[src/rtl/aes_key_expand_if.sv]
// Round-key stream interface for aes_key_expand.
// The "slave" modport is the key expander itself: it takes start/key/replay and
// rk_ready, and drives the round-key stream plus busy/done status.
// The "master" modport is the controller/consumer side.
interface aes_key_expand_if;
    logic             start;
    logic [15:0][7:0] key;
    logic             replay;
    logic             rk_valid;
    logic             rk_ready;
    logic [15:0][7:0] rk_data;
    logic [3:0]       rk_round;
    logic             busy;
    logic             done;

    modport master (
        output start, key, replay, rk_ready,
        input  rk_valid, rk_data, rk_round, busy, done
    );

    modport slave (
        input  start, key, replay, rk_ready,
        output rk_valid, rk_data, rk_round, busy, done
    );
endinterface

[src/rtl/aes_key_expand.sv]
// AES-128 key schedule.
// Loads a 128-bit cipher key on start and streams round keys 0..ROUNDS, one per
// accepted handshake, straight into the AddRoundKey stage.
// Optional feature macro: AESKEY_CACHE_EN
//   defined   -> the issued schedule is cached and can be reissued with replay
//   undefined -> no cache storage, replay is ignored
module aes_key_expand #(
    parameter int ROUNDS = 10
) (
    input  logic            clk,
    input  logic            reset_n,
    aes_key_expand_if.slave bus
);

    typedef enum logic {IDLE, RUN} state_t;

    localparam logic [3:0] LAST_ROUND = 4'(ROUNDS);

    // GF(2^8) multiply by x, reduced by the AES polynomial 0x11b.
    function automatic logic [7:0] xtime(input logic [7:0] a);
        return {a[6:0], 1'b0} ^ (a[7] ? 8'h1b : 8'h00);
    endfunction

    // GF(2^8) shift-and-add multiply.
    function automatic logic [7:0] gf_mul(input logic [7:0] a, input logic [7:0] b);
        logic [7:0] p;
        logic [7:0] x;
        p = 8'h00;
        x = a;
        for (int i = 0; i < 8; i++) begin
            if (b[i]) p = p ^ x;
            x = xtime(x);
        end
        return p;
    endfunction

    // AES S-box: multiplicative inverse as a^254 (0 maps to 0), then the affine map.
    function automatic logic [7:0] sbox(input logic [7:0] a);
        logic [7:0] x;
        logic [7:0] inv;
        x = a;
        for (int i = 0; i < 6; i++) begin
            x = gf_mul(gf_mul(x, x), a);   // a^3, a^7, ... a^127
        end
        inv = gf_mul(x, x);                // a^254
        return inv ^ {inv[6:0], inv[7]} ^ {inv[5:0], inv[7:6]}
                   ^ {inv[4:0], inv[7:5]} ^ {inv[3:0], inv[7:4]} ^ 8'h63;
    endfunction

    // Round constant, indexed by the round being produced.
    function automatic logic [7:0] rcon(input logic [3:0] r);
        case (r)
            4'd1:    return 8'h01;
            4'd2:    return 8'h02;
            4'd3:    return 8'h04;
            4'd4:    return 8'h08;
            4'd5:    return 8'h10;
            4'd6:    return 8'h20;
            4'd7:    return 8'h40;
            4'd8:    return 8'h80;
            4'd9:    return 8'h1b;
            4'd10:   return 8'h36;
            default: return 8'h00;
        endcase
    endfunction

    // One key-schedule step: w0 is the most significant word.
    function automatic logic [127:0] expand(input logic [127:0] rk, input logic [7:0] rc);
        logic [31:0] rot;
        logic [31:0] t;
        logic [31:0] w0n;
        logic [31:0] w1n;
        logic [31:0] w2n;
        logic [31:0] w3n;
        rot = {rk[23:0], rk[31:24]};
        t   = {sbox(rot[31:24]), sbox(rot[23:16]), sbox(rot[15:8]), sbox(rot[7:0])}
              ^ {rc, 24'h000000};
        w0n = rk[127:96] ^ t;
        w1n = rk[95:64]  ^ w0n;
        w2n = rk[63:32]  ^ w1n;
        w3n = rk[31:0]   ^ w2n;
        return {w0n, w1n, w2n, w3n};
    endfunction

    state_t       state;
    logic         rk_valid;
    logic [127:0] rk_data;
    logic [3:0]   rk_round;
    logic         busy;
    logic         done;
    logic         accept;
    logic [3:0]   next_round;
    logic [127:0] next_key;

    assign accept     = rk_valid && bus.rk_ready;
    assign next_round = rk_round + 4'd1;

`ifdef AESKEY_CACHE_EN
    logic [127:0] cache [0:10];
    logic         cache_valid;
    logic         replaying;

    // Record every key issued by a fresh schedule at the slot of its round.
    // NOTE: the cache array has no reset; cache_valid alone says whether it may be read.
    always_ff @(posedge clk) begin
        if (accept && !replaying) cache[rk_round] <= rk_data;
    end
`else
    logic unused_replay;
    assign unused_replay = bus.replay;
`endif

    // Select the key that follows the current one: computed or replayed from cache.
    always_comb begin
        // NOTE: combinational blocks use blocking '=' and assign a default first, so no latch is inferred.
        next_key = expand(rk_data, rcon(next_round));
`ifdef AESKEY_CACHE_EN
        if (replaying) next_key = cache[next_round];
`endif
    end

    // Schedule FSM with registered stream and status outputs.
    always_ff @(posedge clk) begin
        // NOTE: sequential state uses non-blocking '<=' so all registers update together.
        if (!reset_n) begin
            state    <= IDLE;
            rk_valid <= 1'b0;
            rk_data  <= '0;
            rk_round <= '0;
            busy     <= 1'b0;
            done     <= 1'b0;
`ifdef AESKEY_CACHE_EN
            cache_valid <= 1'b0;
            replaying   <= 1'b0;
`endif
        end else begin
            done <= 1'b0;
            case (state)
                IDLE: begin
                    if (bus.start) begin
                        state    <= RUN;
                        busy     <= 1'b1;
                        rk_valid <= 1'b1;
                        rk_data  <= bus.key;
                        rk_round <= '0;
`ifdef AESKEY_CACHE_EN
                        cache_valid <= 1'b0;
                        replaying   <= 1'b0;
`endif
                    end
`ifdef AESKEY_CACHE_EN
                    else if (bus.replay && cache_valid) begin
                        state     <= RUN;
                        busy      <= 1'b1;
                        rk_valid  <= 1'b1;
                        rk_data   <= cache[0];
                        rk_round  <= '0;
                        replaying <= 1'b1;
                    end
`endif
                end
                RUN: begin
                    if (accept) begin
                        if (rk_round == LAST_ROUND) begin
                            state    <= IDLE;
                            busy     <= 1'b0;
                            rk_valid <= 1'b0;
                            done     <= 1'b1;
`ifdef AESKEY_CACHE_EN
                            cache_valid <= 1'b1;
                            replaying   <= 1'b0;
`endif
                        end else begin
                            rk_round <= next_round;
                            rk_data  <= next_key;
                        end
                    end
                end
                default: state <= IDLE;
            endcase
        end
    end

    assign bus.rk_valid = rk_valid;
    assign bus.rk_data  = rk_data;
    assign bus.rk_round = rk_round;
    assign bus.busy     = busy;
    assign bus.done     = done;

endmodule
[src/flat_wrapper.sv]
// flat-port wrapper written by rule: the top's interface ports become plain ports
module aes_key_expand_flat 
#(
    parameter int ROUNDS = 10
)
  (clk, reset_n, bus_start, bus_key, bus_replay, bus_rk_ready, bus_rk_valid, bus_rk_data, bus_rk_round, bus_busy, bus_done);
  aes_key_expand_if bus_i ();
  input  logic clk;
  input  logic reset_n;
  input wire logic [$bits(bus_i.start)-1:0] bus_start;
  input wire logic [$bits(bus_i.key)-1:0] bus_key;
  input wire logic [$bits(bus_i.replay)-1:0] bus_replay;
  input wire logic [$bits(bus_i.rk_ready)-1:0] bus_rk_ready;
  output wire logic [$bits(bus_i.rk_valid)-1:0] bus_rk_valid;
  output wire logic [$bits(bus_i.rk_data)-1:0] bus_rk_data;
  output wire logic [$bits(bus_i.rk_round)-1:0] bus_rk_round;
  output wire logic [$bits(bus_i.busy)-1:0] bus_busy;
  output wire logic [$bits(bus_i.done)-1:0] bus_done;
  assign bus_i.start = bus_start;
  assign bus_i.key = bus_key;
  assign bus_i.replay = bus_replay;
  assign bus_i.rk_ready = bus_rk_ready;
  assign bus_rk_valid = bus_i.rk_valid;
  assign bus_rk_data = bus_i.rk_data;
  assign bus_rk_round = bus_i.rk_round;
  assign bus_busy = bus_i.busy;
  assign bus_done = bus_i.done;
  aes_key_expand #(.ROUNDS(ROUNDS)) u_core (.clk(clk), .reset_n(reset_n), .bus(bus_i));
endmodule
[config.mk]
export PLATFORM = sky130hd
export DESIGN_NAME = aes_key_expand_flat
export DESIGN_NICKNAME = d
export VERILOG_FILES = /design/src/rtl/aes_key_expand_if.sv /design/src/rtl/aes_key_expand.sv /design/src/flat_wrapper.sv
export SDC_FILE = /design/constraint.sdc
export NUM_CORES = 2
export LEC_CHECK = 0
export CORE_MARGIN = 2
export CORE_UTILIZATION = 36
export CTS_BUF_LIST = sky130_fd_sc_hd__clkbuf_4
export CTS_CLUSTER_DIAMETER = 30
export DETAILED_ROUTE_END_ITERATION = 16
export SLEW_MARGIN = 10
export SYNTH_ARGS = -nofsm -noshare
export SYNTH_HDL_FRONTEND = slang
export SYNTH_SLANG_ARGS = --single-unit
[constraint.sdc]
create_clock -name clk -period 56.2 [get_ports clk]
set_input_delay 11.24 -clock clk [delete_from_list [all_inputs] [get_ports clk]]
set_output_delay 11.24 -clock clk [all_outputs]
set_load 0.02 [all_outputs]
==> run summary <==
Summed over all layers, the global routing overflow is 0. The flow ran to the end, and the final reports show no timing, DRC or antenna violations. The clock sink count is 135.

Of the post-synthesis cell area, the part taken by muxes is 0.0417. The most prevalent standard cell on the critical path is sky130_fd_sc_hd__xnor3_1. The compound-gate portion of the synthesized area came out at 0.170. The detailed-route via count is slightly above 60000. The max-capacitance violation count is 0. The CTS buffer count is 17.

The initial detailed-routing violation count is 5270. After synthesis, the netlist uses 149 different library cells. The overall global routing resource usage is 0.227. Of the total synthesized cell area, the portion taken by full adders, half adders and majority gates is 0.00627. The initial utilization of the core area, before any placement, comes to 0.362. Of the total synthesized cell area, the portion taken by XOR and XNOR cells is 0.495.

The average cell area after synthesis came out at between 8 and 9 um2. On the worst path, the slowest cell contributes a delay of ~0.96 ns. The global-route wire length before repair came out at around 350000 um. The class of the most critical setup path is register to register. The count of cells in the finished layout, fillers not included, comes to around 11000. The worst min-delay path category is register to register. The DRC violations left is 0. The fraction of final layout cells sized beyond drive strength 1 is 0.0780. Before antenna repair, the detailed router went through 7 iterations.

The worst slew slack as a fraction of its limit is 0.189. The worst-case register-to-register setup slack came out at roughly 25 ns. The final number of setup-violating endpoints came out at 0. The slew at the pin closest to its max-slew limit is roughly 1.2 ns.

The die area came out at about 190000 um2. The die is around 440 um wide. The final weighted congestion in routability-driven placement is approximately 0.9. No sink is reached through more buffers than the 2 on the longest clock path. The quantity of hold-fixing buffers added after cts is 0. The net count of the mapped netlist came out at between 8000 and 9000. The detail-routed via count per cell is between 5 and 6. The multi-input logic area is 61300 um2. Counting tap cells, the placed design contains a total of 10700 instances. The post-DP HPWL came out at 163000 um. Setup repair after global routing left no endpoint under its margin. The count of H-tree levels built during CTS came out at 4. The worst setup path is launched from a register. After detailed routing, the wire length on met1 is approximately 93000 um.

The summed instance area of the synthesized netlist came out at 67800 um2. The row count came out at about 160. The nature of the critical path endpoint is a register.

The TritonCTS clock tree is yes. The simple-gate portion of the synthesized area is 0.190. The die is between 400 and 500 um tall.

The count of nets after finishing is 8413. The number of global-route vias before repair came to roughly 59000. After detailed routing, the met2 layer carries between 100000 and 150000 um of wire. The post-cts gate resize count is 0.

The number of flops mapped to enable cells by yosys came out at 0. The maximum fanout along the worst path is between 40 and 50. The number of synthesized register bits is 135. The number of buffers inserted by post-CTS setup repair is 0.

The source-to-sink clock delay at the later pin of the worst-skew pair came out at approximately 0.76 ns. The accumulated negative setup slack is 0 ns. The number of filler instances in the final layout is approximately 19000. The signal arrival time at the worst endpoint came out at approximately 32 ns. The floorplan core area came out at 187000 um2. The count of warnings emitted by yosys came out at 0. Entering global routing, the biggest net connects between 80 and 90 pins. The largest clock skew in the final design came out at 0.0581 ns. The total I/O pin count came out at ~270. The share of synthesized registers carrying an async set or reset came out at 0. The slowest stage of the critical path is the sky130_fd_sc_hd__xnor2_1 cell. The post-detailed-route count of antenna-violating nets is 0. The total of buffers placed on input and output ports is 266.

After detailed routing, the average wire length per cell comes to about 21 um. The routed design uses 11900 um of met3 wire. The total routed wirelength is approximately 230000 um. The initial antenna violation count is 12. The dominant register cell in the synthesized netlist is sky130_fd_sc_hd__dfxtp_1.

The number of pins with negative max-slew slack in the final report is 0. The number of endpoints with negative hold slack in the final report was 0. The share of the clock period used by the worst path after layout is 0.554. The area growth from synthesis to layout came out at 6.09%. The CTS clock-pin slew for the worst setup and hold paths is 0.21 ns. The sequential standard cell area came out at around 2700 um2. The detailed router used layers up to and including met5. The tree is rooted in a sky130_fd_sc_hd__clkbuf_4. The portion of the post-synthesis area used by sequential elements came out at 0.0399. The time the final worst path needs with I/O delays and setup came out at 31.13 ns. After synthesis, the largest family of logic cells by area is XOR/XNOR gates. The required time reported for the critical path endpoint is about 57 ns. The number of instances in the synthesized netlist is 8437. Static timing analysis puts the maximum clock frequency at about 32 MHz.
[synth_stat cells, types with 46 or more instances]
| cell type | count | area (um2) |
|---|---|---|
| sky130_fd_sc_hd__nand2_1 | 1155 | 4340 |
| sky130_fd_sc_hd__a21oi_1 | 350 | 1750 |
| sky130_fd_sc_hd__mux2i_1 | 234 | 2340 |
| sky130_fd_sc_hd__dfxtp_1 | 135 | 2700 |
| sky130_fd_sc_hd__inv_1 | 125 | 469 |
| sky130_fd_sc_hd__nor2b_1 | 86 | 538 |
| sky130_fd_sc_hd__o22ai_1 | 54 | 338 |
| sky130_fd_sc_hd__xnor2_2 | 97 | 1580 |
| sky130_fd_sc_hd__xor2_1 | 511 | 4480 |
| sky130_fd_sc_hd__a22oi_1 | 131 | 983 |
| sky130_fd_sc_hd__a221oi_1 | 52 | 455 |
| sky130_fd_sc_hd__nor3_1 | 209 | 1050 |
| sky130_fd_sc_hd__and2_1 | 61 | 382 |
| sky130_fd_sc_hd__nand2b_1 | 77 | 482 |
| sky130_fd_sc_hd__buf_1 | 79 | 297 |
| sky130_fd_sc_hd__o211ai_1 | 56 | 420 |
| sky130_fd_sc_hd__nor2_1 | 806 | 3030 |
| sky130_fd_sc_hd__nand3_1 | 163 | 816 |
| sky130_fd_sc_hd__a211oi_1 | 46 | 345 |
| sky130_fd_sc_hd__clkbuf_1 | 300 | 1130 |
| sky130_fd_sc_hd__buf_2 | 157 | 786 |
| sky130_fd_sc_hd__xnor3_1 | 470 | 10600 |
| sky130_fd_sc_hd__xor3_1 | 90 | 2140 |
| sky130_fd_sc_hd__a31oi_1 | 79 | 494 |
| sky130_fd_sc_hd__o21ai_0 | 310 | 1550 |
| sky130_fd_sc_hd__xnor2_1 | 1393 | 12200 |
[placed cells by master, fill, tap and decap left out, drive strengths merged, types with 27 or more instances in the layout]
cell	Yosys	routed
o211ai	58	58
o221ai	33	33
nor2	816	816
a21oi	355	355
clkdlybuf4s50	0	265
a31oi	82	82
and2	71	71
o31ai	31	31
nand3	163	163
o21ai	347	347
a211oi	54	54
dfxtp	135	135
xor3	105	105
nand2b	78	78
a222oi	40	40
nand4	27	27
a21o	41	41
or3	44	44
a221oi	65	65
xnor2	1502	1502
xor2	558	558
ha	34	34
nor3	215	215
nor2b	87	87
a22oi	137	137
mux2i	236	236
xnor3	512	512
nand3b	34	34
nor4	42	42
buf	304	165
mux2	40	40
o22ai	54	54
and3	36	36
inv	148	153
nand2	1156	1156
[cells by family after synthesis]
group | Yosys count
AND/OR/NAND/NOR | 2874
multiplexers | 276
AO/OA/AOI/OAI | 1641
buffers and inverters | 800
adder cells (fa/ha/maj) | 34
flip-flops | 135
XOR/XNOR | 2677
[worst paths after layout]
kind,from,to,depth (start not counted)
hold reg to reg,u_core.bus.rk_data[101],u_core.bus.rk_data[101],2
setup reg to reg,u_core.bus.rk_data[23],u_core.bus.rk_data[30],81
setup / recovery,u_core.bus.rk_data[23],u_core.bus.rk_data[30],81
hold / removal,u_core.bus.rk_data[101],u_core.bus.rk_data[101],2
[layer usage]
layer	GRT usage	vias to the layer above
met5	0	-
met4	0.127	2
met3	0.0168	411
met2	0.387	2101
met1	0.284	30000
li1	-	28900
[stage by stage]
| step | setup slack, ns | instance area, um2 | utilization | hold slack (ns) |
|---|---|---|---|---|
| floorplan | 32.41 | 67800 | - | 0.496 |
| global placement | 25.82 | 71600 | 0.382 | 0.471 |
| detailed placement | 25.27 | 71600 | 0.382 | 0.475 |
| CTS | 25.19 | 71900 | 0.384 | 0.494 |
| global route | 23.23 | 71900 | 0.384 | 0.507 |
| finish | 25.07 | 71900 | 0.384 | 0.491 |
[state kept, by name, summed over array words and instances (netlist names)]
| name | count |
|---|---|
| u_core.state | 1 |
| u_core.bus.rk_valid | 1 |
| u_core.bus.rk_round | 4 |
| u_core.bus.rk_data | 128 |
| u_core.bus.done | 1 |
[layout make-up]
type,count,share of cell area
well taps,2495,0.0434
diodes,7,0.000243
repair buffers,430,0.0541
clock inverters,15,0.00235
flip-flops and latches,135,0.0382
inverters,160,0.00854
clock buffers,17,0.00177
multi-input cells,7502,0.851
[worst max-delay path, delay by kind of cell, from the launching register on]
kind            cells  cell delay, ns
compound gates     14            3.32
xor+xnor           39           18.14
fa+ha+maj           7            3.29
buf+inv             7            2.33
flops               1            0.71
mux                 2            0.49
simple gates       12            2.69
Power is not shown: default switching activity piles up to over one toggle a cycle in this logic, so the estimate is an artifact.
